==> src/rtl/dcache_write_buffer.sv <==
// Data-cache write buffer: a small in-order FIFO between the dcache and the AXI bridge
// write port, with a line-granular read-after-write conflict check for pending reads.
module dcache_write_buffer #(
  parameter int DEPTH  = 4,
  parameter int ADDR_W = 32
) (
  input  logic              clk,
  input  logic              reset,
  input  logic              wr_req,
  input  logic [2:0]        wr_type,
  input  logic [ADDR_W-1:0] wr_addr,
  input  logic [3:0]        wr_wstrb,
  input  logic [127:0]      wr_data,
  output logic              wr_rdy,
  output logic              out_wr_req,
  output logic [2:0]        out_wr_type,
  output logic [ADDR_W-1:0] out_wr_addr,
  output logic [3:0]        out_wr_wstrb,
  output logic [127:0]      out_wr_data,
  input  logic              out_wr_rdy,
  input  logic [ADDR_W-1:0] rd_addr,
  output logic              rd_conflict,
  output logic              empty
);

  localparam int PTR_W = $clog2(DEPTH);
  localparam int CNT_W = PTR_W + 1;
  localparam logic [CNT_W-1:0] FULL_CNT = CNT_W'(DEPTH);

  logic [PTR_W-1:0]  wptr_q, wptr_d, rptr_q, rptr_d;
  logic [CNT_W-1:0]  count_q, count_d;
  logic [2:0]        type_q  [DEPTH];
  logic [2:0]        type_d  [DEPTH];
  logic [ADDR_W-1:0] addr_q  [DEPTH];
  logic [ADDR_W-1:0] addr_d  [DEPTH];
  logic [3:0]        wstrb_q [DEPTH];
  logic [3:0]        wstrb_d [DEPTH];
  logic [127:0]      data_q  [DEPTH];
  logic [127:0]      data_d  [DEPTH];
  logic              push, pop;
  logic [PTR_W-1:0]  offs;

  // Both sides use valid/ready: a transfer happens on a cycle where req and rdy are
  // both high; a requester seeing rdy low must hold its request and payload unchanged.
  assign wr_rdy     = (count_q != FULL_CNT);
  assign out_wr_req = (count_q != '0);
  assign empty      = (count_q == '0);
  assign push       = wr_req && wr_rdy;
  assign pop        = out_wr_req && out_wr_rdy;

  // Head entry comes straight from storage, so the output port has no path from wr_*.
  assign out_wr_type  = type_q[rptr_q];
  assign out_wr_addr  = addr_q[rptr_q];
  assign out_wr_wstrb = wstrb_q[rptr_q];
  assign out_wr_data  = data_q[rptr_q];

  always_comb begin
    wptr_d  = wptr_q;
    rptr_d  = rptr_q;
    count_d = count_q;
    type_d  = type_q;
    addr_d  = addr_q;
    wstrb_d = wstrb_q;
    data_d  = data_q;
    if (push) begin
      type_d[wptr_q]  = wr_type;
      addr_d[wptr_q]  = wr_addr;
      wstrb_d[wptr_q] = wr_wstrb;
      data_d[wptr_q]  = wr_data;
      wptr_d          = wptr_q + PTR_W'(1);
    end
    if (pop) begin
      rptr_d = rptr_q + PTR_W'(1);
    end
    case ({push, pop})
      2'b10:   count_d = count_q + CNT_W'(1);
      2'b01:   count_d = count_q - CNT_W'(1);
      default: count_d = count_q;
    endcase
  end

  // An entry being popped this cycle is still in flight, so it still blocks reads.
  always_comb begin
    offs        = '0;
    rd_conflict = push && (wr_addr[ADDR_W-1:4] == rd_addr[ADDR_W-1:4]);
    for (int i = 0; i < DEPTH; i++) begin
      offs = PTR_W'(i) - rptr_q;
      if (({1'b0, offs} < count_q) && (addr_q[i][ADDR_W-1:4] == rd_addr[ADDR_W-1:4])) begin
        rd_conflict = 1'b1;
      end
    end
  end

  always_ff @(posedge clk or posedge reset) begin
    if (reset) begin
      wptr_q  <= '0;
      rptr_q  <= '0;
      count_q <= '0;
      for (int i = 0; i < DEPTH; i++) begin
        type_q[i]  <= '0;
        addr_q[i]  <= '0;
        wstrb_q[i] <= '0;
        data_q[i]  <= '0;
      end
    end else begin
      wptr_q  <= wptr_d;
      rptr_q  <= rptr_d;
      count_q <= count_d;
      type_q  <= type_d;
      addr_q  <= addr_d;
      wstrb_q <= wstrb_d;
      data_q  <= data_d;
    end
  end

endmodule

==> config.mk <==
export PLATFORM = sky130hd
export DESIGN_NAME = dcache_write_buffer
export DESIGN_NICKNAME = d
export VERILOG_FILES = /design/src/rtl/dcache_write_buffer.sv
export SDC_FILE = /design/constraint.sdc
export NUM_CORES = 1
export LEC_CHECK = 0
export BUFFER_PORTS_ARGS = -buffer_cell sky130_fd_sc_hd__buf_2
export CAP_MARGIN = 20
export CORE_MARGIN = 5
export CORE_UTILIZATION = 45
export DETAILED_ROUTE_END_ITERATION = 10
export HOLD_SLACK_MARGIN = 0.06
export SLEW_MARGIN = 20
export SYNTH_ARGS = -nofsm -noshare
export SYNTH_HDL_FRONTEND = slang
export SYNTH_SLANG_ARGS = --single-unit
==> constraint.sdc <==
create_clock -name clk -period 54.4 [get_ports clk]
set_clock_uncertainty 0.1 [all_clocks]
set_input_delay 10.88 -clock clk [delete_from_list [all_inputs] [get_ports clk]]
set_output_delay 10.88 -clock clk [all_outputs]
set_load 0.02 [all_outputs]
* After elaboration in Yosys (flattened, before gate mapping)
Cells that the tools add are included.
** Word-level totals
- Register bits after elaboration :: 675
- Input bits :: 203
- Logic and storage cells :: 84
** Operators by class
- Magnitude comparators :: 7
- Equality and inequality tests :: 8
- Muxes and demuxes :: 29
- Bitwise operators :: 2
- Reduce and logical (&&, ||, !) cells :: 11
- Add/subtract/negate cells :: 8
** Operators with widths (number)
- bitwise mux 512 bit :: 1
- two-way mux 128 bit :: 3
- binary-select mux 128 bit (select 2 bit) :: 1
- demux 128 bit (select 2 bit) :: 1
- == test 28 bit :: 5
- bitwise mux 128 bit :: 1
- two-way mux 32 bit :: 3
- binary-select mux 32 bit (select 2 bit) :: 1
- demux 32 bit (select 2 bit) :: 1
- bitwise mux 16 bit :: 1
- bitwise mux 12 bit :: 1
- less-than comparator 2 x 3 -> 1 bit :: 4
- two-way mux 4 bit :: 3
- two-way mux 3 bit :: 3
- binary-select mux 4 bit (select 2 bit) :: 1
- demux 4 bit (select 2 bit) :: 1
- logical AND 1 bit :: 8
- binary-select mux 3 bit (select 2 bit) :: 1
- demux 3 bit (select 2 bit) :: 1
- greater-or-equal comparator 3 bit, second input constant :: 2
- NOT 2 -> 3 bit :: 2
- one-hot mux 3 bit (2 select lines) :: 1
- adder 2 x 1 -> 2 bit, second input constant :: 2
- two-way mux 1 bit :: 4
- other kinds (11) :: 13

* Logic depth before layout (Yosys ltp)
Gate-level depths: netlist (run 1).
- Word-level depth :: 7
- Gate-level depth with buffers :: 11
- Mapped depth without buffers :: 9

* Worst setup path after synthesis (run 1)
No wires, ideal clock.
- Path kind :: in2out
- From :: input rd_addr[4]
- To :: output rd_conflict
- Cell stages on the path :: 6
- Data arrival time :: 12.093 ns
- Slack :: 31.327 ns
- Required time :: 43.420 ns
- Cells stage by stage :: clkbuf_1 xor2_1 nor4_1 nand4_1 nor4_1 or4_1
** Between the ends
- Longest elaborated chain between the ends :: 6
- Elaborated cells between the ends (all ways) :: 14
- Those cells by class :: eq/ne: 5; mux: 4; reduce/logical: 5
** RTL lines
- start: declaration :: line 21 : input logic [ADDR_W-1:0] rd_addr,
- == test 28 bit, on equally long branches :: line 85, 88
- logical AND 1 bit, on equally long branches :: line 85, 88
- two-way mux 1 bit (3 in series) :: line 88 : if (({1'b0, offs} < count_q) && (addr_q[i][ADDR_W-1:4] == rd_addr[ADDR_W-1:4])) begin
- two-way mux 1 bit (*) :: line 88
- end: declaration :: line 22 : output logic rd_conflict,
Mark *: on every way between the ends. The rest lies on a longest branch, timed or not.

* Final worst setup path (run 1)
- From :: input rd_addr[15]
- To :: output rd_conflict
The elaborated chain is that of the path after synthesis.

==> results by group, run 1 <==
Finish
  – Sequential Area: roughly 17000 um2
  – Fillers: 6043
  – Nets@finish: 2429
  – Share of cells above drive strength 1: 57.4%
  – Area taken by multi-input logic gates: 14700 um2
  – Final core occ: 51.6%
  – Post-route insts no fill: 3246
  – Synth-to-layout area growth: 13.8%
  – Post-route cell area: 37600 um2

STA
  – Sum Neg Setup Slack: 0 ns
  – Final hold vios: 0
  – Final worst-path cycle share: a little over two fifths
  – Least-Margin Pin Slew: 1.09 ns
  – RSZ-0062 raised after global routing: false
  – Fmax: 0.0424 GHz
  – Crit path time final: 23.57 ns
  – Pins Over Slew Limit: 0
  – Final setup violation count: 0
  – Relative slew slack: 27.6%

Power and ir drop
  – Worst vdd ir: 0.0000399 V
  – Pleak: around 0.018 uW
  – Power per Cell Area: 72.5 nW/um2

Job
  – Max capacitance violation total: 0

Placement
  – Dpl cells: 3095
  – Final HPWL DP: 50000 um
  – PortBufs: 369
  – Gpl congestion: between 0.8 and 0.9
  – DP Area: 34800 um2

Drt
  – Post-route antenna net violation count: 0
  – Total number of vias: 17641
  – Remaining DRCs: 0
  – Detailed Route Iter0 Violations: 847
  – WL final: 79700 um
  – Vias per std cell: ~5.4
  – First-pass DRT Iterations: 4
  – Drt wl/cell: 24.6 um

Synth
  – Synthesized Nets: 2100
  – Sequential element share of the synthesized area: 51.1%
  – Most used DFF post-synth: dfrtp_1
  – Synth Register Bits: approximately 680
  – Number of flops mapped to enable cells by yosys: 0
  – Post-Syn Area: 33100 um2
  – Syn avg cell area: 17.5 um2
  – Cells after synthesis: about 1900
  – Yosys warning total: 0
  – Ys async rst share: 100%
  – Synth cell types: 32

Run status
  – Status: finished clean

GRT
  – Aggregate global routing overflow: 0
  – Largest net degree at the start of global routing: 184
  – Initial antenna violation count: 15
  – Grt peak-use layer: met2
  – Vias in the first global route: 19691
  – Met2 global-route usage: 33.0%
  – Gr usage total: between 10% and 20%
  – First-pass GRT wire length: approximately 120000 um
  – M3 GR Usage: 3.77%
  – Met1 usage: 26.8%

Clock network
  – CTS resizes: 0
  – Htree depth: 3
  – CTS root buffer: clkbuf_16
  – Clk slew on worst S/H paths: 0.06 ns
  – Clk buf depth: 3
  – TritonCTS clock tree: yes
  – Clock latency on the worst-skew pair: around 0.60 ns
  – Clk sink count: 675
  – TritonCTS buffer count: 76
  – Post-CTS setup buffers: 0
  – Hold bufs inserted after CTS: 0

Worst setup path
  – R2r setup slk: roughly 50 ns
  – R2R Path Start: count_q[0]$_DFFE_PP0P_
  – CP max stage cell: or4_1
  – Cell Chain, Critical Path: buf_2 -> xor2_1 -> nor4_1 -> nand4_1 -> nor4_1 -> or4_1 -> buf_2
  – CP Launch Type: input port
  – Worst setup EP type: output port
  – WP data required: 43.42 ns
  – Critical-path maximum fanout: 5
  – Reg2Reg Capture Point: data_q[0]$_DFFE_PP0P_
  – Register-to-Register Path Depth: 6
  – WP data arrival: 12.59 ns
  – Slowest stage delay, CP: 0.59 ns
  – Crit Path Category: input port to output port

Die
  – Num ports: 374
  – Initial core utilization: between 40 and 50%
  – DIE AREA: 79000 um2
  – Total core area: 73000 um2
  – Die Height: 281 um
  – Die width: 281 um
  – Num rows: 99

Min path
  – Min-delay worst type: register to register
  – Min-delay src: data_q[8]$_DFFE_PP0P_
  – Hold EP: data_q[8]$_DFFE_PP0P_
  – Hold path cells: 1
-- layout by cell type (no fill, tap or decap), types with 28 or more instances in the layout --
cell	Yosys	final
nor4_1	32	32
xor2_1	119	119
xnor2_1	28	28
clkbuf_16	0	79
dfrtp_1	675	673
mux2_1	53	53
mux4_2	167	167
buf_2	13	369
mux2_2	215	215
mux2_4	400	400
-- power by group --
group	total, uW	leakage, uW	switching [uW]	internal, uW
Clock	548	0.00134	212	336
Sequential	932	0.00801	170	763
Combinational	1250	0.00837	574	675
Total	2730	0.0177	956	1770
-- per-layer routing --
| metal | wire length, um | part of all wire (%) |
|---|---|---|
| met2 | 39200 | 49 |
| met3 | 3700 | 4.6 |
| met4 | 2360 | 3.0 |
| met5 | 63 | 0.079 |
| met1 | 34400 | 43 |
-- worst max-delay path, delay by kind of cell --
family	cells	cell delay, ns
AND/OR/NAND/NOR	4	0.98
buffers and inverters	2	0.36
XOR/XNOR	1	0.37
-- cell type report --
type,instances,area share (%)
antenna,8,0.0532
clock buffer,115,6.22
clock inverter,26,0.981
inverter,10,0.120
multi-input combinational,1063,39.0
sequential,675,44.9
tap,959,3.19
timing repair buffer,390,5.51
-- cells in the mapped netlist (4+ instances only) --
| cell type | count | area, um2 |
|---|---|---|
| buf_6 | 10 | 113 |
| a21oi_1 | 4 | 20.0 |
| buf_8 | 6 | 90.1 |
| nand4_1 | 12 | 75.1 |
| ha_1 | 9 | 113 |
| nand2_1 | 4 | 15.0 |
| buf_4 | 12 | 90.1 |
| mux2_1 | 53 | 597 |
| clkbuf_1 | 37 | 139 |
| dfrtp_1 | 675 | 16900 |
| mux2_4 | 400 | 6010 |
| xor2_1 | 119 | 1040 |
| nor4_1 | 32 | 200 |
| mux4_2 | 167 | 3760 |
| xnor2_1 | 28 | 245 |
| mux2_2 | 215 | 2420 |
| buf_12 | 45 | 901 |
| o21ai_0 | 5 | 25.0 |
| nand2_8 | 4 | 80.1 |
| buf_1 | 16 | 60.1 |
| buf_2 | 13 | 65.1 |
| inv_1 | 10 | 37.5 |
-- through the flow --
step                      setup WS [ns]  power, uW  hold WS (ns)
after floorplan                   24.50       1880         0.359
after global placement            30.85       2170         0.369
after detailed placement          30.87       2200         0.376
after CTS                         30.86       2770         0.389
after global routing              30.74       2870         0.399
final                             30.83       2730         0.383
-- worst max path at each step --
stage / start / endpoint / cells after the start
finish: rd_addr[15] / rd_conflict / 7
global route: rd_addr[20] / rd_conflict / 7
CTS: rd_addr[20] / rd_conflict / 7
detailed placement: rd_addr[20] / rd_conflict / 7
global placement: rd_addr[15] / rd_conflict / 7
floorplan: reset / addr_q[0]$_DFFE_PP0P_ / 1
-- registers in the layout, indices dropped and copies added, names as in the netlist --
register / cells
data_q: 512
addr_q: 128
wstrb_q: 16
type_q: 12
count_q: 3
rptr_q: 2
wptr_q: 2
-- logic make-up (layout without fill, tap and decap cells) --
family	after synthesis	after routing	share of synthesized area (%)
multiplexers	835	835	38.7
XOR/XNOR	147	147	3.89
AO/OA/AOI/OAI	11	11	0.182
buffers and inverters	149	541	4.52
adder cells (fa/ha/maj)	10	10	0.401
flip-flops	675	675	51.1
other	0	8	0
AND/OR/NAND/NOR	60	60	1.27
Power figures use the tool's default switching activity.
==> inputs of run 2 (changes only) <==
==> constraint.sdc (replaced) <==
create_clock -name clk -period 21.9 [get_ports clk]
set_clock_uncertainty 0.1 [all_clocks]
set_input_delay 4.38 -clock clk [delete_from_list [all_inputs] [get_ports clk]]
set_output_delay 4.38 -clock clk [all_outputs]
set_load 0.02 [all_outputs]
==> results by group, run 2 (same netlist as run 1, synthesis figures left out) <==
Run status
  – Status: finished clean

Worst setup path
  – Critical-path maximum fanout: 5 (unchanged)
  – CP Launch Type: input port
  – Crit Path Category: input port to output port
  – WP data required: 17.42 ns (-26.00 ns)
  – R2r setup slk: 17.57 ns (-32.38 ns)
  – WP data arrival: 6.10 ns (-6.49 ns)
  – Worst setup EP type: output port

Placement
  – Gpl congestion: 0.852 (-2.9%)
  – Final HPWL DP: 49200 um (-1.6%)
  – Dpl cells: 3096 (+0.032%)
  – Post-Place Worst Slack: 11.33 ns (-19.54 ns)
  – PortBufs: 369 (unchanged)

Min path
  – Min-delay worst type: register to register

STA
  – Least-Margin Pin Slew: 1.06 ns (-0.0226 ns)
  – Fmax: between 0.09 and 0.1 GHz
  – Final hold vios: 0 (unchanged)
  – Final worst-path cycle share: 48.3%
  – Hold slack: 0.387 ns (+0.00351 ns)
  – Relative slew slack: 29.1% (+1.5 points)
  – Pins Over Slew Limit: 0 (unchanged)
  – Setup ws final: 11.32 ns (-19.50 ns)
  – RSZ-0062 raised after global routing: false
  – Sum Neg Setup Slack: 0 ns (unchanged)
  – Crit path time final: 10.58 ns
  – Final setup violation count: 0 (unchanged)

GRT
  – Aggregate global routing overflow: 0 (unchanged)
  – Vias in the first global route: 19616 (-0.38%)
  – Largest net degree at the start of global routing: 177 (-3.8%)
  – Initial antenna violation count: 14 (-1)
  – Gr usage total: 19.9% (-0.065 points)
  – First-pass GRT wire length: 122000 um (-0.32%)

Clock network
  – CTS root buffer: clkbuf_16
  – Hold bufs inserted after CTS: 0 (unchanged)
  – Clk buf depth: 3 (unchanged)
  – TritonCTS clock tree: yes
  – Clk sink count: 675 (unchanged)
  – Htree depth: 3 (unchanged)
  – TritonCTS buffer count: 78 (+2.6%)
  – Post-CTS setup buffers: 0 (unchanged)
  – CTS resizes: 0 (unchanged)
  – Clk slew on worst S/H paths: 0.05 ns (about the same)
  – Clock latency on the worst-skew pair: 0.59 ns (about the same)

Die
  – Die width: 281 um (unchanged)
  – Num ports: 374 (unchanged)
  – Die Height: 281 um (unchanged)
  – Num rows: 99 (unchanged)
  – Total core area: 73000 um2 (unchanged)
  – DIE AREA: 79000 um2 (unchanged)
  – Initial core utilization: 45.3% (unchanged)

Drt
  – Drt wl/cell: 24.4 um (-0.58%)
  – Vias per std cell: 5.43 (about the same)
  – Detailed Route Iter0 Violations: 797 (-5.9%)
  – First-pass DRT Iterations: 4 (unchanged)
  – Total number of vias: 17589 (-0.29%)
  – WL final: 79100 um (-0.86%)
  – Remaining DRCs: 0 (unchanged)
  – Post-route antenna net violation count: 0 (unchanged)

Power and ir drop
  – Part of the power in registers: 34.5% (+0.3 points)
  – Clock power share: 19.5% (-0.6 points)
  – Overall power: 6730 uW (+150%)
  – Worst vdd ir: 0.000102 V (+150%)
  – Internal: 4370 uW (+150%)
  – Pleak: 0.0176 uW (-0.56%)
  – Net Switching: 2360 uW (+150%)
  – Sw Ratio: 35.1% (+0.054 points)
  – Logic pwr share: 46.0% (+0.2 points)
  – Power per Cell Area: 180 nW/um2 (+150%)

Finish
  – Largest registers: data_q (512), addr_q (128), wstrb_q (16)
  – Most frequent cells in the layout: dfrtp_1 (673), mux2_4 (400), buf_2 (369), mux2_2 (215), mux4_2 (167)
  – Synth-to-layout area growth: 13.2%
  – Most common cell after layout, fill and taps aside: dfrtp_1
  – Share of cells above drive strength 1: 57.0% (-0.39 points)
  – Post-route insts no fill: 3237 (-0.28%)
  – Biggest register: data_q
  – Max FFs per register: 512 (unchanged)
  – Nets@finish: 2430 (+0.041%)

Job
  – Max capacitance violation total: 0 (unchanged)
==> run 2: final cells by class <==
class	instances	area, um2
well taps	959	1200
multi-input cells	1063	14700
clock buffers	114	2270
clock inverters	19	310
fillers	6038	35500
flip-flops and latches	675	16900
repair buffers	389	2030
diodes	8	20.0
inverters	10	41.3
==> run 2: final timing paths <==
path,startpoint,end,cells after the start
max,rd_addr[20],rd_conflict,7
max in group asynchronous,reset,rptr_q[0]$_DFFE_PP0P_,6
min in group asynchronous,reset,data_q[108]$_DFFE_PP0P_,2
min reg2reg,data_q[257]$_DFFE_PP0P_,data_q[257]$_DFFE_PP0P_,1
min,data_q[257]$_DFFE_PP0P_,data_q[257]$_DFFE_PP0P_,1
max reg2reg,count_q[0]$_DFFE_PP0P_,data_q[251]$_DFFE_PP0P_,6
==> run 2: through the flow <==
step	util, %	instance area, um2
floorplan	-	33100
detailed placement	47.8	34800
CTS	51.3	37400
finish	51.3	37500
global route	51.3	37400
global placement	47.8	34800
==> run 2: per-layer routing <==
metal,GRT usage (%),vias up,wire length (um)
met3,4.02,136,3980
li1,-,7634,-
met5,0,-,77
met2,32.4,365,38200
met4,6.37,14,2080
met1,27.0,9440,34700
==> run 2: worst max-delay path, cell delays in order <==
cell and delay, ns:
buf_2 0.16, xor2_1 0.15, nor4_1 0.66, nand4_1 0.18, nor4_1 0.18, or4_1 0.20, buf_2 0.19
==> run 2: power by group through the flow <==
stage / Sequential [uW] / Clock, uW / Combinational (uW)
floorplan: 2170 / 0 / 2510
global placement: 2280 / 0 / 3100
detailed placement: 2330 / 0 / 3140
CTS: 2320 / 1350 / 3150
global route: 2400 / 1410 / 3280
finish: 2320 / 1310 / 3090
